**src/rtl/prom_5600_arbiter.sv**
```systemverilog
// prom_5600_arbiter
//   Lets two requesters share one 32x8 bipolar PROM (part_5600). An arbiter
//   picks a winner and drives the PROM address and active-low chip enable. It
//   then waits out the PROM access time, captures the byte, and returns it to
//   the winner with a one-cycle acknowledge. Every output is registered.
//
//   Build option: define PROM_ARB_RR_EN to get round-robin tie-breaking.
//   Without it, requester 0 always wins a tie (fixed priority).
//
// Ports
//   clk       system clock, all state on the rising edge
//   rst_n     asynchronous reset, active low
//   req0      requester 0 read request, held until ack0
//   addr0     requester 0 PROM address, stable while req0 is high
//   ack0      one-cycle pulse: rdata is valid for requester 0
//   req1      requester 1 read request, held until ack1
//   addr1     requester 1 PROM address, stable while req1 is high
//   ack1      one-cycle pulse: rdata is valid for requester 1
//   rdata     last captured PROM byte, held until the next capture
//   grant     requester currently or most recently served
//   busy      high while an access is in flight (ACCESS and DONE)
//   rom_a     PROM address A4..A0
//   rom_ce_n  PROM chip enable, active low
//   rom_d     PROM data O7..O0 (reads all ones when rom_ce_n is high)

module prom_5600_arbiter #(
  parameter int WAIT_CYC = 2,
  parameter int ADDR_W   = 5,
  parameter int DATA_W   = 8
) (
  input  logic              clk,
  input  logic              rst_n,
  input  logic              req0,
  input  logic [ADDR_W-1:0] addr0,
  output logic              ack0,
  input  logic              req1,
  input  logic [ADDR_W-1:0] addr1,
  output logic              ack1,
  output logic [DATA_W-1:0] rdata,
  output logic              grant,
  output logic              busy,
  output logic [ADDR_W-1:0] rom_a,
  output logic              rom_ce_n,
  input  logic [DATA_W-1:0] rom_d
);

  localparam int CNT_W = (WAIT_CYC > 1) ? $clog2(WAIT_CYC) : 1;

  typedef enum logic [1:0] {
    IDLE   = 2'd0,
    ACCESS = 2'd1,
    DONE   = 2'd2
  } state_t;

  state_t           state;
  logic [CNT_W-1:0] wait_cnt;
  logic             pick1;
  logic             granted_req;

`ifdef PROM_ARB_RR_EN
  // rr_ptr names the requester that wins the next tie. It is 0 after reset and
  // flips to the other requester only when an access completes.
  logic rr_ptr;
`endif

  // Choose the winner for a new access. When only one request is present it
  // always wins; the tie-break rule matters only when both are high.
  always_comb begin
    pick1 = 1'b0;
`ifdef PROM_ARB_RR_EN
    pick1 = req1 & (~req0 | rr_ptr);
`else
    pick1 = req1 & ~req0;
`endif
  end

  // The access is aborted if the requester it is serving lets go of its request.
  assign granted_req = grant ? req1 : req0;

  // Main sequencer. IDLE starts an access. ACCESS holds the PROM enabled until
  // the wait counter runs out. DONE is the single cycle in which the ACK is high.
  // Reset takes effect immediately, even mid-access, so an interrupted read
  // never produces an ACK.
  always_ff @(posedge clk or negedge rst_n) begin
    if (!rst_n) begin
      state    <= IDLE;
      wait_cnt <= '0;
      rom_a    <= '0;
      rom_ce_n <= 1'b1;
      ack0     <= 1'b0;
      ack1     <= 1'b0;
      rdata    <= '0;
      grant    <= 1'b0;
      busy     <= 1'b0;
`ifdef PROM_ARB_RR_EN
      rr_ptr   <= 1'b0;
`endif
    end else begin
      case (state)
        IDLE: begin
          ack0 <= 1'b0;
          ack1 <= 1'b0;
          if (req0 || req1) begin
            grant    <= pick1;
            rom_a    <= pick1 ? addr1 : addr0;
            rom_ce_n <= 1'b0;
            wait_cnt <= CNT_W'(WAIT_CYC - 1);
            busy     <= 1'b1;
            state    <= ACCESS;
          end
        end

        ACCESS: begin
          if (!granted_req) begin
            rom_ce_n <= 1'b1;
            busy     <= 1'b0;
            state    <= IDLE;
          end else if (wait_cnt == '0) begin
            // Sample the PROM only now, while it is still enabled.
            rdata    <= rom_d;
            rom_ce_n <= 1'b1;
            ack0     <= ~grant;
            ack1     <= grant;
            state    <= DONE;
`ifdef PROM_ARB_RR_EN
            rr_ptr   <= ~grant;
`endif
          end else begin
            wait_cnt <= wait_cnt - 1'b1;
          end
        end

        DONE: begin
          ack0  <= 1'b0;
          ack1  <= 1'b0;
          busy  <= 1'b0;
          state <= IDLE;
        end

        default: begin
          rom_ce_n <= 1'b1;
          ack0     <= 1'b0;
          ack1     <= 1'b0;
          busy     <= 1'b0;
          state    <= IDLE;
        end
      endcase
    end
  end

endmodule

```
**config.mk**
```make
export PLATFORM = sky130hd
export DESIGN_NAME = prom_5600_arbiter
export DESIGN_NICKNAME = d
export VERILOG_FILES = /design/src/rtl/prom_5600_arbiter.sv
export SDC_FILE = /design/constraint.sdc
export NUM_CORES = 1
export LEC_CHECK = 0
export BUFFER_PORTS_ARGS = -buffer_cell sky130_fd_sc_hd__clkbuf_2
export CELL_PAD_IN_SITES_DETAIL_PLACEMENT = 1
export CELL_PAD_IN_SITES_GLOBAL_PLACEMENT = 1
export CORE_ASPECT_RATIO = 2
export CORE_MARGIN = 8
export CORE_UTILIZATION = 25
export CTS_CLUSTER_DIAMETER = 100
export DETAILED_ROUTE_END_ITERATION = 12
export HOLD_SLACK_MARGIN = 0.05
export PLACE_DENSITY = 0.69
export RECOVER_POWER = 100
export SYNTH_ARGS = -nofsm -noshare
export SYNTH_HDL_FRONTEND = slang
export SYNTH_SLANG_ARGS = --single-unit
export TNS_END_PERCENT = 50
```
**constraint.sdc**
```tcl
create_clock -name clk -period 3.7 [get_ports clk]
set_input_delay 0 -clock clk [delete_from_list [all_inputs] [get_ports clk]]
set_output_delay 0 -clock clk [all_outputs]
set_load 0.005 [all_outputs]
```
==> results of run 1 <==
[cell type report]
class / instances / area [um^2]
Multi-Input combinational cell: 49 / 345.3
Clock buffer: 4 / 45.04
Fill cell: 397 / 2331
Inverter: 1 / 3.754
Timing Repair Buffer: 51 / 294.0
Tap cell: 49 / 61.31
Sequential cell: 21 / 526.8
[through the flow]
stage	area, um^2	hold slack (ps)
floorplan	928.4	-295.6
global placement	1162	-7.965
detailed placement	1162	1.227
CTS	1328	55.79
global route	1276	66.68
finish	1276	58.26
[cell usage after synthesis (all sizes together)]
library cell	n	share of area, %
nor2	3	1.2
a21oi	15	8.1
mux2i	6	6.5
nand2b	4	2.7
dfstp	1	2.8
clkbuf	2	0.81
and2	1	0.67
or2	1	0.67
nor4b	1	0.94
buf	2	1.6
a211oi	1	0.81
inv	1	0.40
mux2	8	13
nor3	1	0.54
o21bai	1	0.81
a21o	1	0.81
or3	1	0.67
nor2b	3	2.0
o21ai	2	1.1
dfrtp	20	54
[layer usage]
| layer | global-route usage [%] | up-vias | part of all wire [%] | wire (um) |
|---|---|---|---|---|
| met5 | 0 | - | 0 | 0 |
| li1 | - | 363 | - | - |
| met4 | 4.638 | 0 | 1.8 | 48 |
| met3 | 2.774 | 6 | 5.1 | 134 |
| met1 | 9.716 | 383 | 38 | 988 |
| met2 | 16.33 | 27 | 55 | 1443 |
[path summary, 6_finish.rpt]
check / slack (ps) / from / end / cells after the start
setup / recovery: 1800 / req0 / rom_a[2] / 6
hold / removal: 60 / addr1[0] / rom_a[0] / 3
setup reg to reg: 1970 / grant / rdata[2] / 3
hold reg to reg: 500 / rdata[7] / rdata[7] / 1
max in group asynchronous: 2560 / rst_n / rdata[0] / 2
min in group asynchronous: 470 / rst_n / rdata[2] / 2
[power by group through the flow]
stage / registers (uW) / logic, uW / clock network, uW
2_1_floorplan: 418 / 215 / 0
3_3_place_gp: 419 / 370 / 0
3_5_place_dp: 422 / 387 / 0
4_1_cts: 423 / 400 / 154
5_1_grt: 436 / 365 / 163
6_report: 419 / 327 / 145
[cell usage in the layout, fill, tap and decap left out, drive strengths merged, types with 2 or more instances in the layout]
cell type	instances
clkbuf	43
dfrtp	20
a21oi	15
dlygate4sd3	12
mux2	8
mux2i	6
nand2b	4
nor2	3
nor2b	3
o21ai	2
[cell families (layout without fill, tap and decap cells)]
family	after synthesis	in the layout	synth area share (%)
mux	14	14	19.41
compound gates	20	20	11.59
simple gates	15	15	9.435
buf+inv	5	56	2.830
flops	21	21	56.74
[worst register-to-register path, delay by kind of cell, from the launching register on]
kind	cells	cell delay, ps
muxes	2	780
DFF	1	420
and+or+nand+nor	1	410
==> impl_metrics.env, run 1 <==
export IMPL_p_switching_uw=325.2
export IMPL_dieArea_um2=6038
export IMPL_diodes=0
export IMPL_p_leak_uw=0.0005675
export IMPL_worstSetupStartpointType="input pin"
export IMPL_ys_ff_latch=21
export IMPL_drive_above_1_share_pct=20.63
export IMPL_final_util_pct=35.38
export IMPL_endpoint_kind="register"
export IMPL_via_per_inst=4.451
export IMPL_critPathBufInv=3
export IMPL_timing_critical_path_slowest_cell_delay_ps=570
export IMPL_regMostFlops="rdata"
export IMPL_ctsHoldBuffers=12
export IMPL_synth_area_um2=928.4
export IMPL_wl_per_cell_um=14.94
export IMPL_pwr_share_comb_pct=36.7
export IMPL_ir_drop_mv=0.3372
export IMPL_synth_cells=75
export IMPL_grt_pass1_wl_um=4388
export IMPL_routed_wl_um=2615
export IMPL_grt_usage_pct=9.348
export IMPL_crit_type="input pin to register"
export IMPL_hold_viol_final=0
export IMPL_clk_pin_slew_worst_paths_ps=70
export IMPL_min_period_ps=1903
export IMPL_largest_reg_flops=8
export IMPL_rows=31
export IMPL_ant_nets=0
export IMPL_via_count=779
export IMPL_cts_tree="built"
export IMPL_p_int_uw=566.4
export IMPL_crit_top_cell="dlygate4sd3_1"
export IMPL_synth_cell_types=21
export IMPL_power_uw=891.5
export IMPL_max_slew_worst_pin_slew_ps=1118
export IMPL_powerDensity_nw_per_um2=698.6
export IMPL_nNetsFinal=149
export IMPL_finalWorstSetupSlack_ps=1797
export IMPL_critical_path_arrival_ps=2030
export IMPL_design_core_area_um2=3607
export IMPL_cts_resized_gates=0
export IMPL_cp_required_ps=3820
export IMPL_period_share_pct=51.44
export IMPL_clock_latency_ps=250
export IMPL_place_ws_ps=1937
export IMPL_hold_path_class="input pin to register"
export IMPL_grt_max_degree=22
export IMPL_crit_family="buffers and inverters"
export IMPL_post_cts_setup_buffer_count=0
export IMPL_pin_count=40
export IMPL_grt_pass1_vias=924
export IMPL_maxSlewViolCount=0
export IMPL_drv_cap=0
export IMPL_sw_frac_of_total_pct=36.47
export IMPL_area_growth_pct=37.47
export IMPL_ctsRootBufferMaster="clkbuf_8"
export IMPL_seqPwrFrac_pct=47.0
export IMPL_drc=0
export IMPL_die_x_um=59.09
export IMPL_crit_chain="dlygate4sd3_1 -> clkbuf_1 -> nor2b_1 -> mux2i_1 -> dlygate4sd3_1 -> a21oi_1"
export IMPL_gp_congestion=0.7760
export IMPL_relSlewSlack_pct=25.44
export IMPL_synth_area_per_cell_um2=12.38
export IMPL_cts_htree_levels=1
export IMPL_timing_setup_tns_ps=0
export IMPL_drt_pass1_iterations=4
export IMPL_critical_path_slowest_cell="dlygate4sd3_1"
export IMPL_synth_nets=97
export IMPL_clockPowerShare_pct=16.3
export IMPL_yosys_warnings=0
export IMPL_clock_sinks=21
export IMPL_dp_hpwl_um=2050
export IMPL_antenna_found_initial=0
export IMPL_seq_area_frac_synth_pct=56.74
export IMPL_cts_max_path_buffers=2
export IMPL_final_cell_count_no_fill=175
export IMPL_cts_made_buffers=3
export IMPL_dp_cells=159
export IMPL_status="finished clean"
export IMPL_overflow=0
export IMPL_setup_violations_final=0
export IMPL_reg_top3="rdata (8), rom_a (5), state (2)"
export IMPL_initial_utilization_pct=25.74
export IMPL_timing_fmax_mhz=525.4
export IMPL_drt_iter0_drc=11
export IMPL_skew_ps=2.260
export IMPL_rsz0062_at_grt="no"
export IMPL_crit_fanout=5
export IMPL_die_h_um=102.2
export IMPL_port_buffers=39
Note: power is estimated with default switching activity, not from simulation.
==> run 2: changes to the inputs <==
--- a/config.mk
+++ b/config.mk
@@ -5,6 +5,7 @@
 export SDC_FILE = /design/constraint.sdc
 export NUM_CORES = 1
 export LEC_CHECK = 0
+export ABC_AREA = 1
 export BUFFER_PORTS_ARGS = -buffer_cell sky130_fd_sc_hd__clkbuf_2
 export CELL_PAD_IN_SITES_DETAIL_PLACEMENT = 1
 export CELL_PAD_IN_SITES_GLOBAL_PLACEMENT = 1
@@ -14,7 +15,7 @@
 export CTS_CLUSTER_DIAMETER = 100
 export DETAILED_ROUTE_END_ITERATION = 12
 export HOLD_SLACK_MARGIN = 0.05
-export PLACE_DENSITY = 0.69
+export PLACE_DENSITY = 0.73
 export RECOVER_POWER = 100
 export SYNTH_ARGS = -nofsm -noshare
 export SYNTH_HDL_FRONTEND = slang
==> constraint.sdc (replaced) <==
create_clock -name clk -period 1.9 [get_ports clk]
set_input_delay 0 -clock clk [delete_from_list [all_inputs] [get_ports clk]]
set_output_delay 0 -clock clk [all_outputs]
set_load 0.005 [all_outputs]
==> run 2 against run 1 <==
Against the previous run: wire length grew 3.6%; final cell count grew 26%; non-clock buffer count grew 3; largest cell class unchanged.
==> impl_metrics.env, run 2 <==
export IMPL_status="finished clean"
export IMPL_drive_above_1_share_pct=17.44
export IMPL_mostFrequentLayoutCells="nand2_1, clkbuf_2, dfrtp_1"
export IMPL_design_core_area_um2=3568
export IMPL_grt_pass1_vias=1082
export IMPL_area_growth_pct=45.12
export IMPL_powerDensity_nw_per_um2=1256
export IMPL_cts_resized_gates=0
export IMPL_holdWs_ps=49.23
export IMPL_min_period_ps=1308
export IMPL_endpoint_kind="register"
export IMPL_ant_nets=0
export IMPL_wl_per_cell_um=12.26
export IMPL_fill_cells=476
export IMPL_grt_max_degree=22
export IMPL_r2r_cells=7
export IMPL_initial_utilization_pct=25.88
export IMPL_r2r_end="rdata[5]"
export IMPL_crit_chain="inv_1 -> nand2_1 -> nand2_1 -> nand3_4 -> inv_2 -> nand2_1 -> nand2_1"
export IMPL_grt_usage_pct=9.919
export IMPL_cp_depth=7
export IMPL_ys_ff_latch=21
export IMPL_timing_setup_tns_ps=0
export IMPL_drt_pass1_iterations=4
export IMPL_critical_path_slowest_cell="dfrtp_1"
export IMPL_timing_fmax_mhz=764.4
export IMPL_crit_top_cell="nand2_1"
export IMPL_crit_type="register to register"
export IMPL_dp_cells=202
export IMPL_hold_path_class="input pin to register"
export IMPL_synth_edf_count=0
export IMPL_drv_cap=0
export IMPL_yosys_warnings=0
export IMPL_via_per_inst=4.113
export IMPL_synth_nets=137
export IMPL_skew_ps=1.825
export IMPL_clock_latency_ps=250
export IMPL_maxSlewViolCount=0
export IMPL_synth_top_area_share_pct=54.20
export IMPL_reg_top3="rdata (8), rom_a (5), state (2)"
export IMPL_seq_area_frac_synth_pct=57.05
export IMPL_clk_pin_slew_worst_paths_ps=80
export IMPL_crit_fanout=11
export IMPL_timing_critical_path_slowest_cell_delay_ps=410
export IMPL_cp_required_ps=2090
export IMPL_reg2reg_slack_ps=590
export IMPL_crit_end="rdata[5]"
export IMPL_largest_reg_flops=8
export IMPL_overflow=0
export IMPL_place_ws_ps=640.8
export IMPL_synth_flop_cell="dfrtp_1"
export IMPL_critical_path_arrival_ps=1500
export IMPL_nNetsFinal=195
export IMPL_final_common_cell="nand2_1"
export IMPL_ctsRootBufferMaster="clkbuf_8"
export IMPL_via_count=909
export IMPL_crit_family="simple AND/OR/NAND/NOR gates"
export IMPL_cts_tree="built"
export IMPL_crit_start="grant"
export IMPL_routed_wl_um=2710
export IMPL_die_x_um=58.98
export IMPL_synth_top_cell_by_area="dfrtp_1"
export IMPL_synth_common_cells="nand2_1, dfrtp_1, inv_1"
export IMPL_antenna_found_initial=0
export IMPL_synth_cells=115
export IMPL_gp_congestion=0.7236
export IMPL_regMostFlops="rdata"
export IMPL_rsz0062_at_grt="no"
export IMPL_grt_pass1_wl_um=4698
export IMPL_drt_iter0_drc=10
export IMPL_cts_made_buffers=3
export IMPL_yosysMostFrequentCell="nand2_1"
export IMPL_cts_max_path_buffers=2
export IMPL_ir_drop_mv=0.5664
export IMPL_hold_viol_final=0
export IMPL_die_h_um=102.0
export IMPL_rows=31
export IMPL_dieArea_um2=6013
export IMPL_final_cell_count_no_fill=221
export IMPL_finalWorstSetupSlack_ps=591.8
export IMPL_diodes=0
export IMPL_pin_count=40
export IMPL_clock_sinks=21
export IMPL_r2r_start="grant"
export IMPL_worstSetupStartpointType="register"
export IMPL_port_buffers=39
export IMPL_synth_cell_types=13
export IMPL_critPathBufInv=2
export IMPL_setup_violations_final=0
export IMPL_synthTopCellsByArea="dfrtp_1, nand2_1, inv_1, dfstp_2, nand3_4"
export IMPL_drc=0
export IMPL_final_util_pct=37.55
export IMPL_async_reset_ff_share_pct=100.0
export IMPL_max_slew_worst_pin_slew_ps=1154
export IMPL_synth_area_per_cell_um2=8.029
export IMPL_relSlewSlack_pct=23.09
export IMPL_period_share_pct=68.85
export IMPL_p_leak_uw=0.0007416
export IMPL_cts_htree_levels=1
export IMPL_dp_hpwl_um=2160
export IMPL_synth_area_um2=923.4
-- run 2: cell types whose count changed in the layout (fill, tap and decap cells not counted), moves of 2 or more --
cell	change
dlygate4sd3_1	+3
nor2_1	-2
nor2b_1	-3
a21oi_1	-13
mux2i_1	-6
inv_1	+10
mux2_1	-8
nand2b_1	-4
nand2_1	+73
-- run 2: logic make-up (layout without fill, tap and decap cells) --
group	after synthesis	in the layout	synth area share, %
AND/OR/NAND/NOR	76	76	32.93
buffers and inverters	13	70	6.098
AO/OA/AOI/OAI	5	5	3.930
flip-flops	21	21	57.05
-- run 2: worst reg2reg max path: cells and delay by family, from the launching register on --
family	cells	cell delay, ps
buffers and inverters	2	320
and+or+nand+nor	5	520
DFF	1	410
-- run 2: where the power goes --
group	internal, uW	switching [uW]
logic	244	404
registers	645	103
clock network	149	138
-- run 2: how the worst min path moves through the flow --
stage | startpoint | end | cells past startpoint
after floorplan | rst_n | ack0 | 0
after global placement | rst_n | ack0 | 1
after detailed placement | rst_n | ack0 | 1
after CTS | addr1[2] | rom_a[2] | 5
after global routing | addr0[3] | rom_a[3] | 5
final | addr1[0] | rom_a[0] | 5
-- run 2: timing repair --
item,CTS,global route
buffers inserted,0,0
endpoints found under the hold margin,32,0
hold buffers,15,0
-- run 2: per-stage QoR --
step                cell area [um^2]  total power [uW]
finish                          1340              1683
global route                    1340              1850
CTS                             1364              1771
detailed placement              1169              1448
global placement                1169              1414
floorplan                      923.4              1127
-- run 2: per-layer routing --
layer,part of all wire (%),up-vias,GRT usage [%]
li1,-,454,-
met1,36,430,9.016
met2,58,23,19.71
met3,5.1,2,3.026
met4,0.63,0,2.783
met5,0,-,0
-- run 2: cell type report --
class / count / area, um^2 / share of cell area (%)
well taps: 49 / 61.31 / 4.575
inverters: 12 / 45.04 / 3.361
flip-flops and latches: 21 / 526.8 / 39.31
multi-input cells: 81 / 337.8 / 25.21
clock buffers: 4 / 45.04 / 3.361
repair buffers: 54 / 324.1 / 24.18
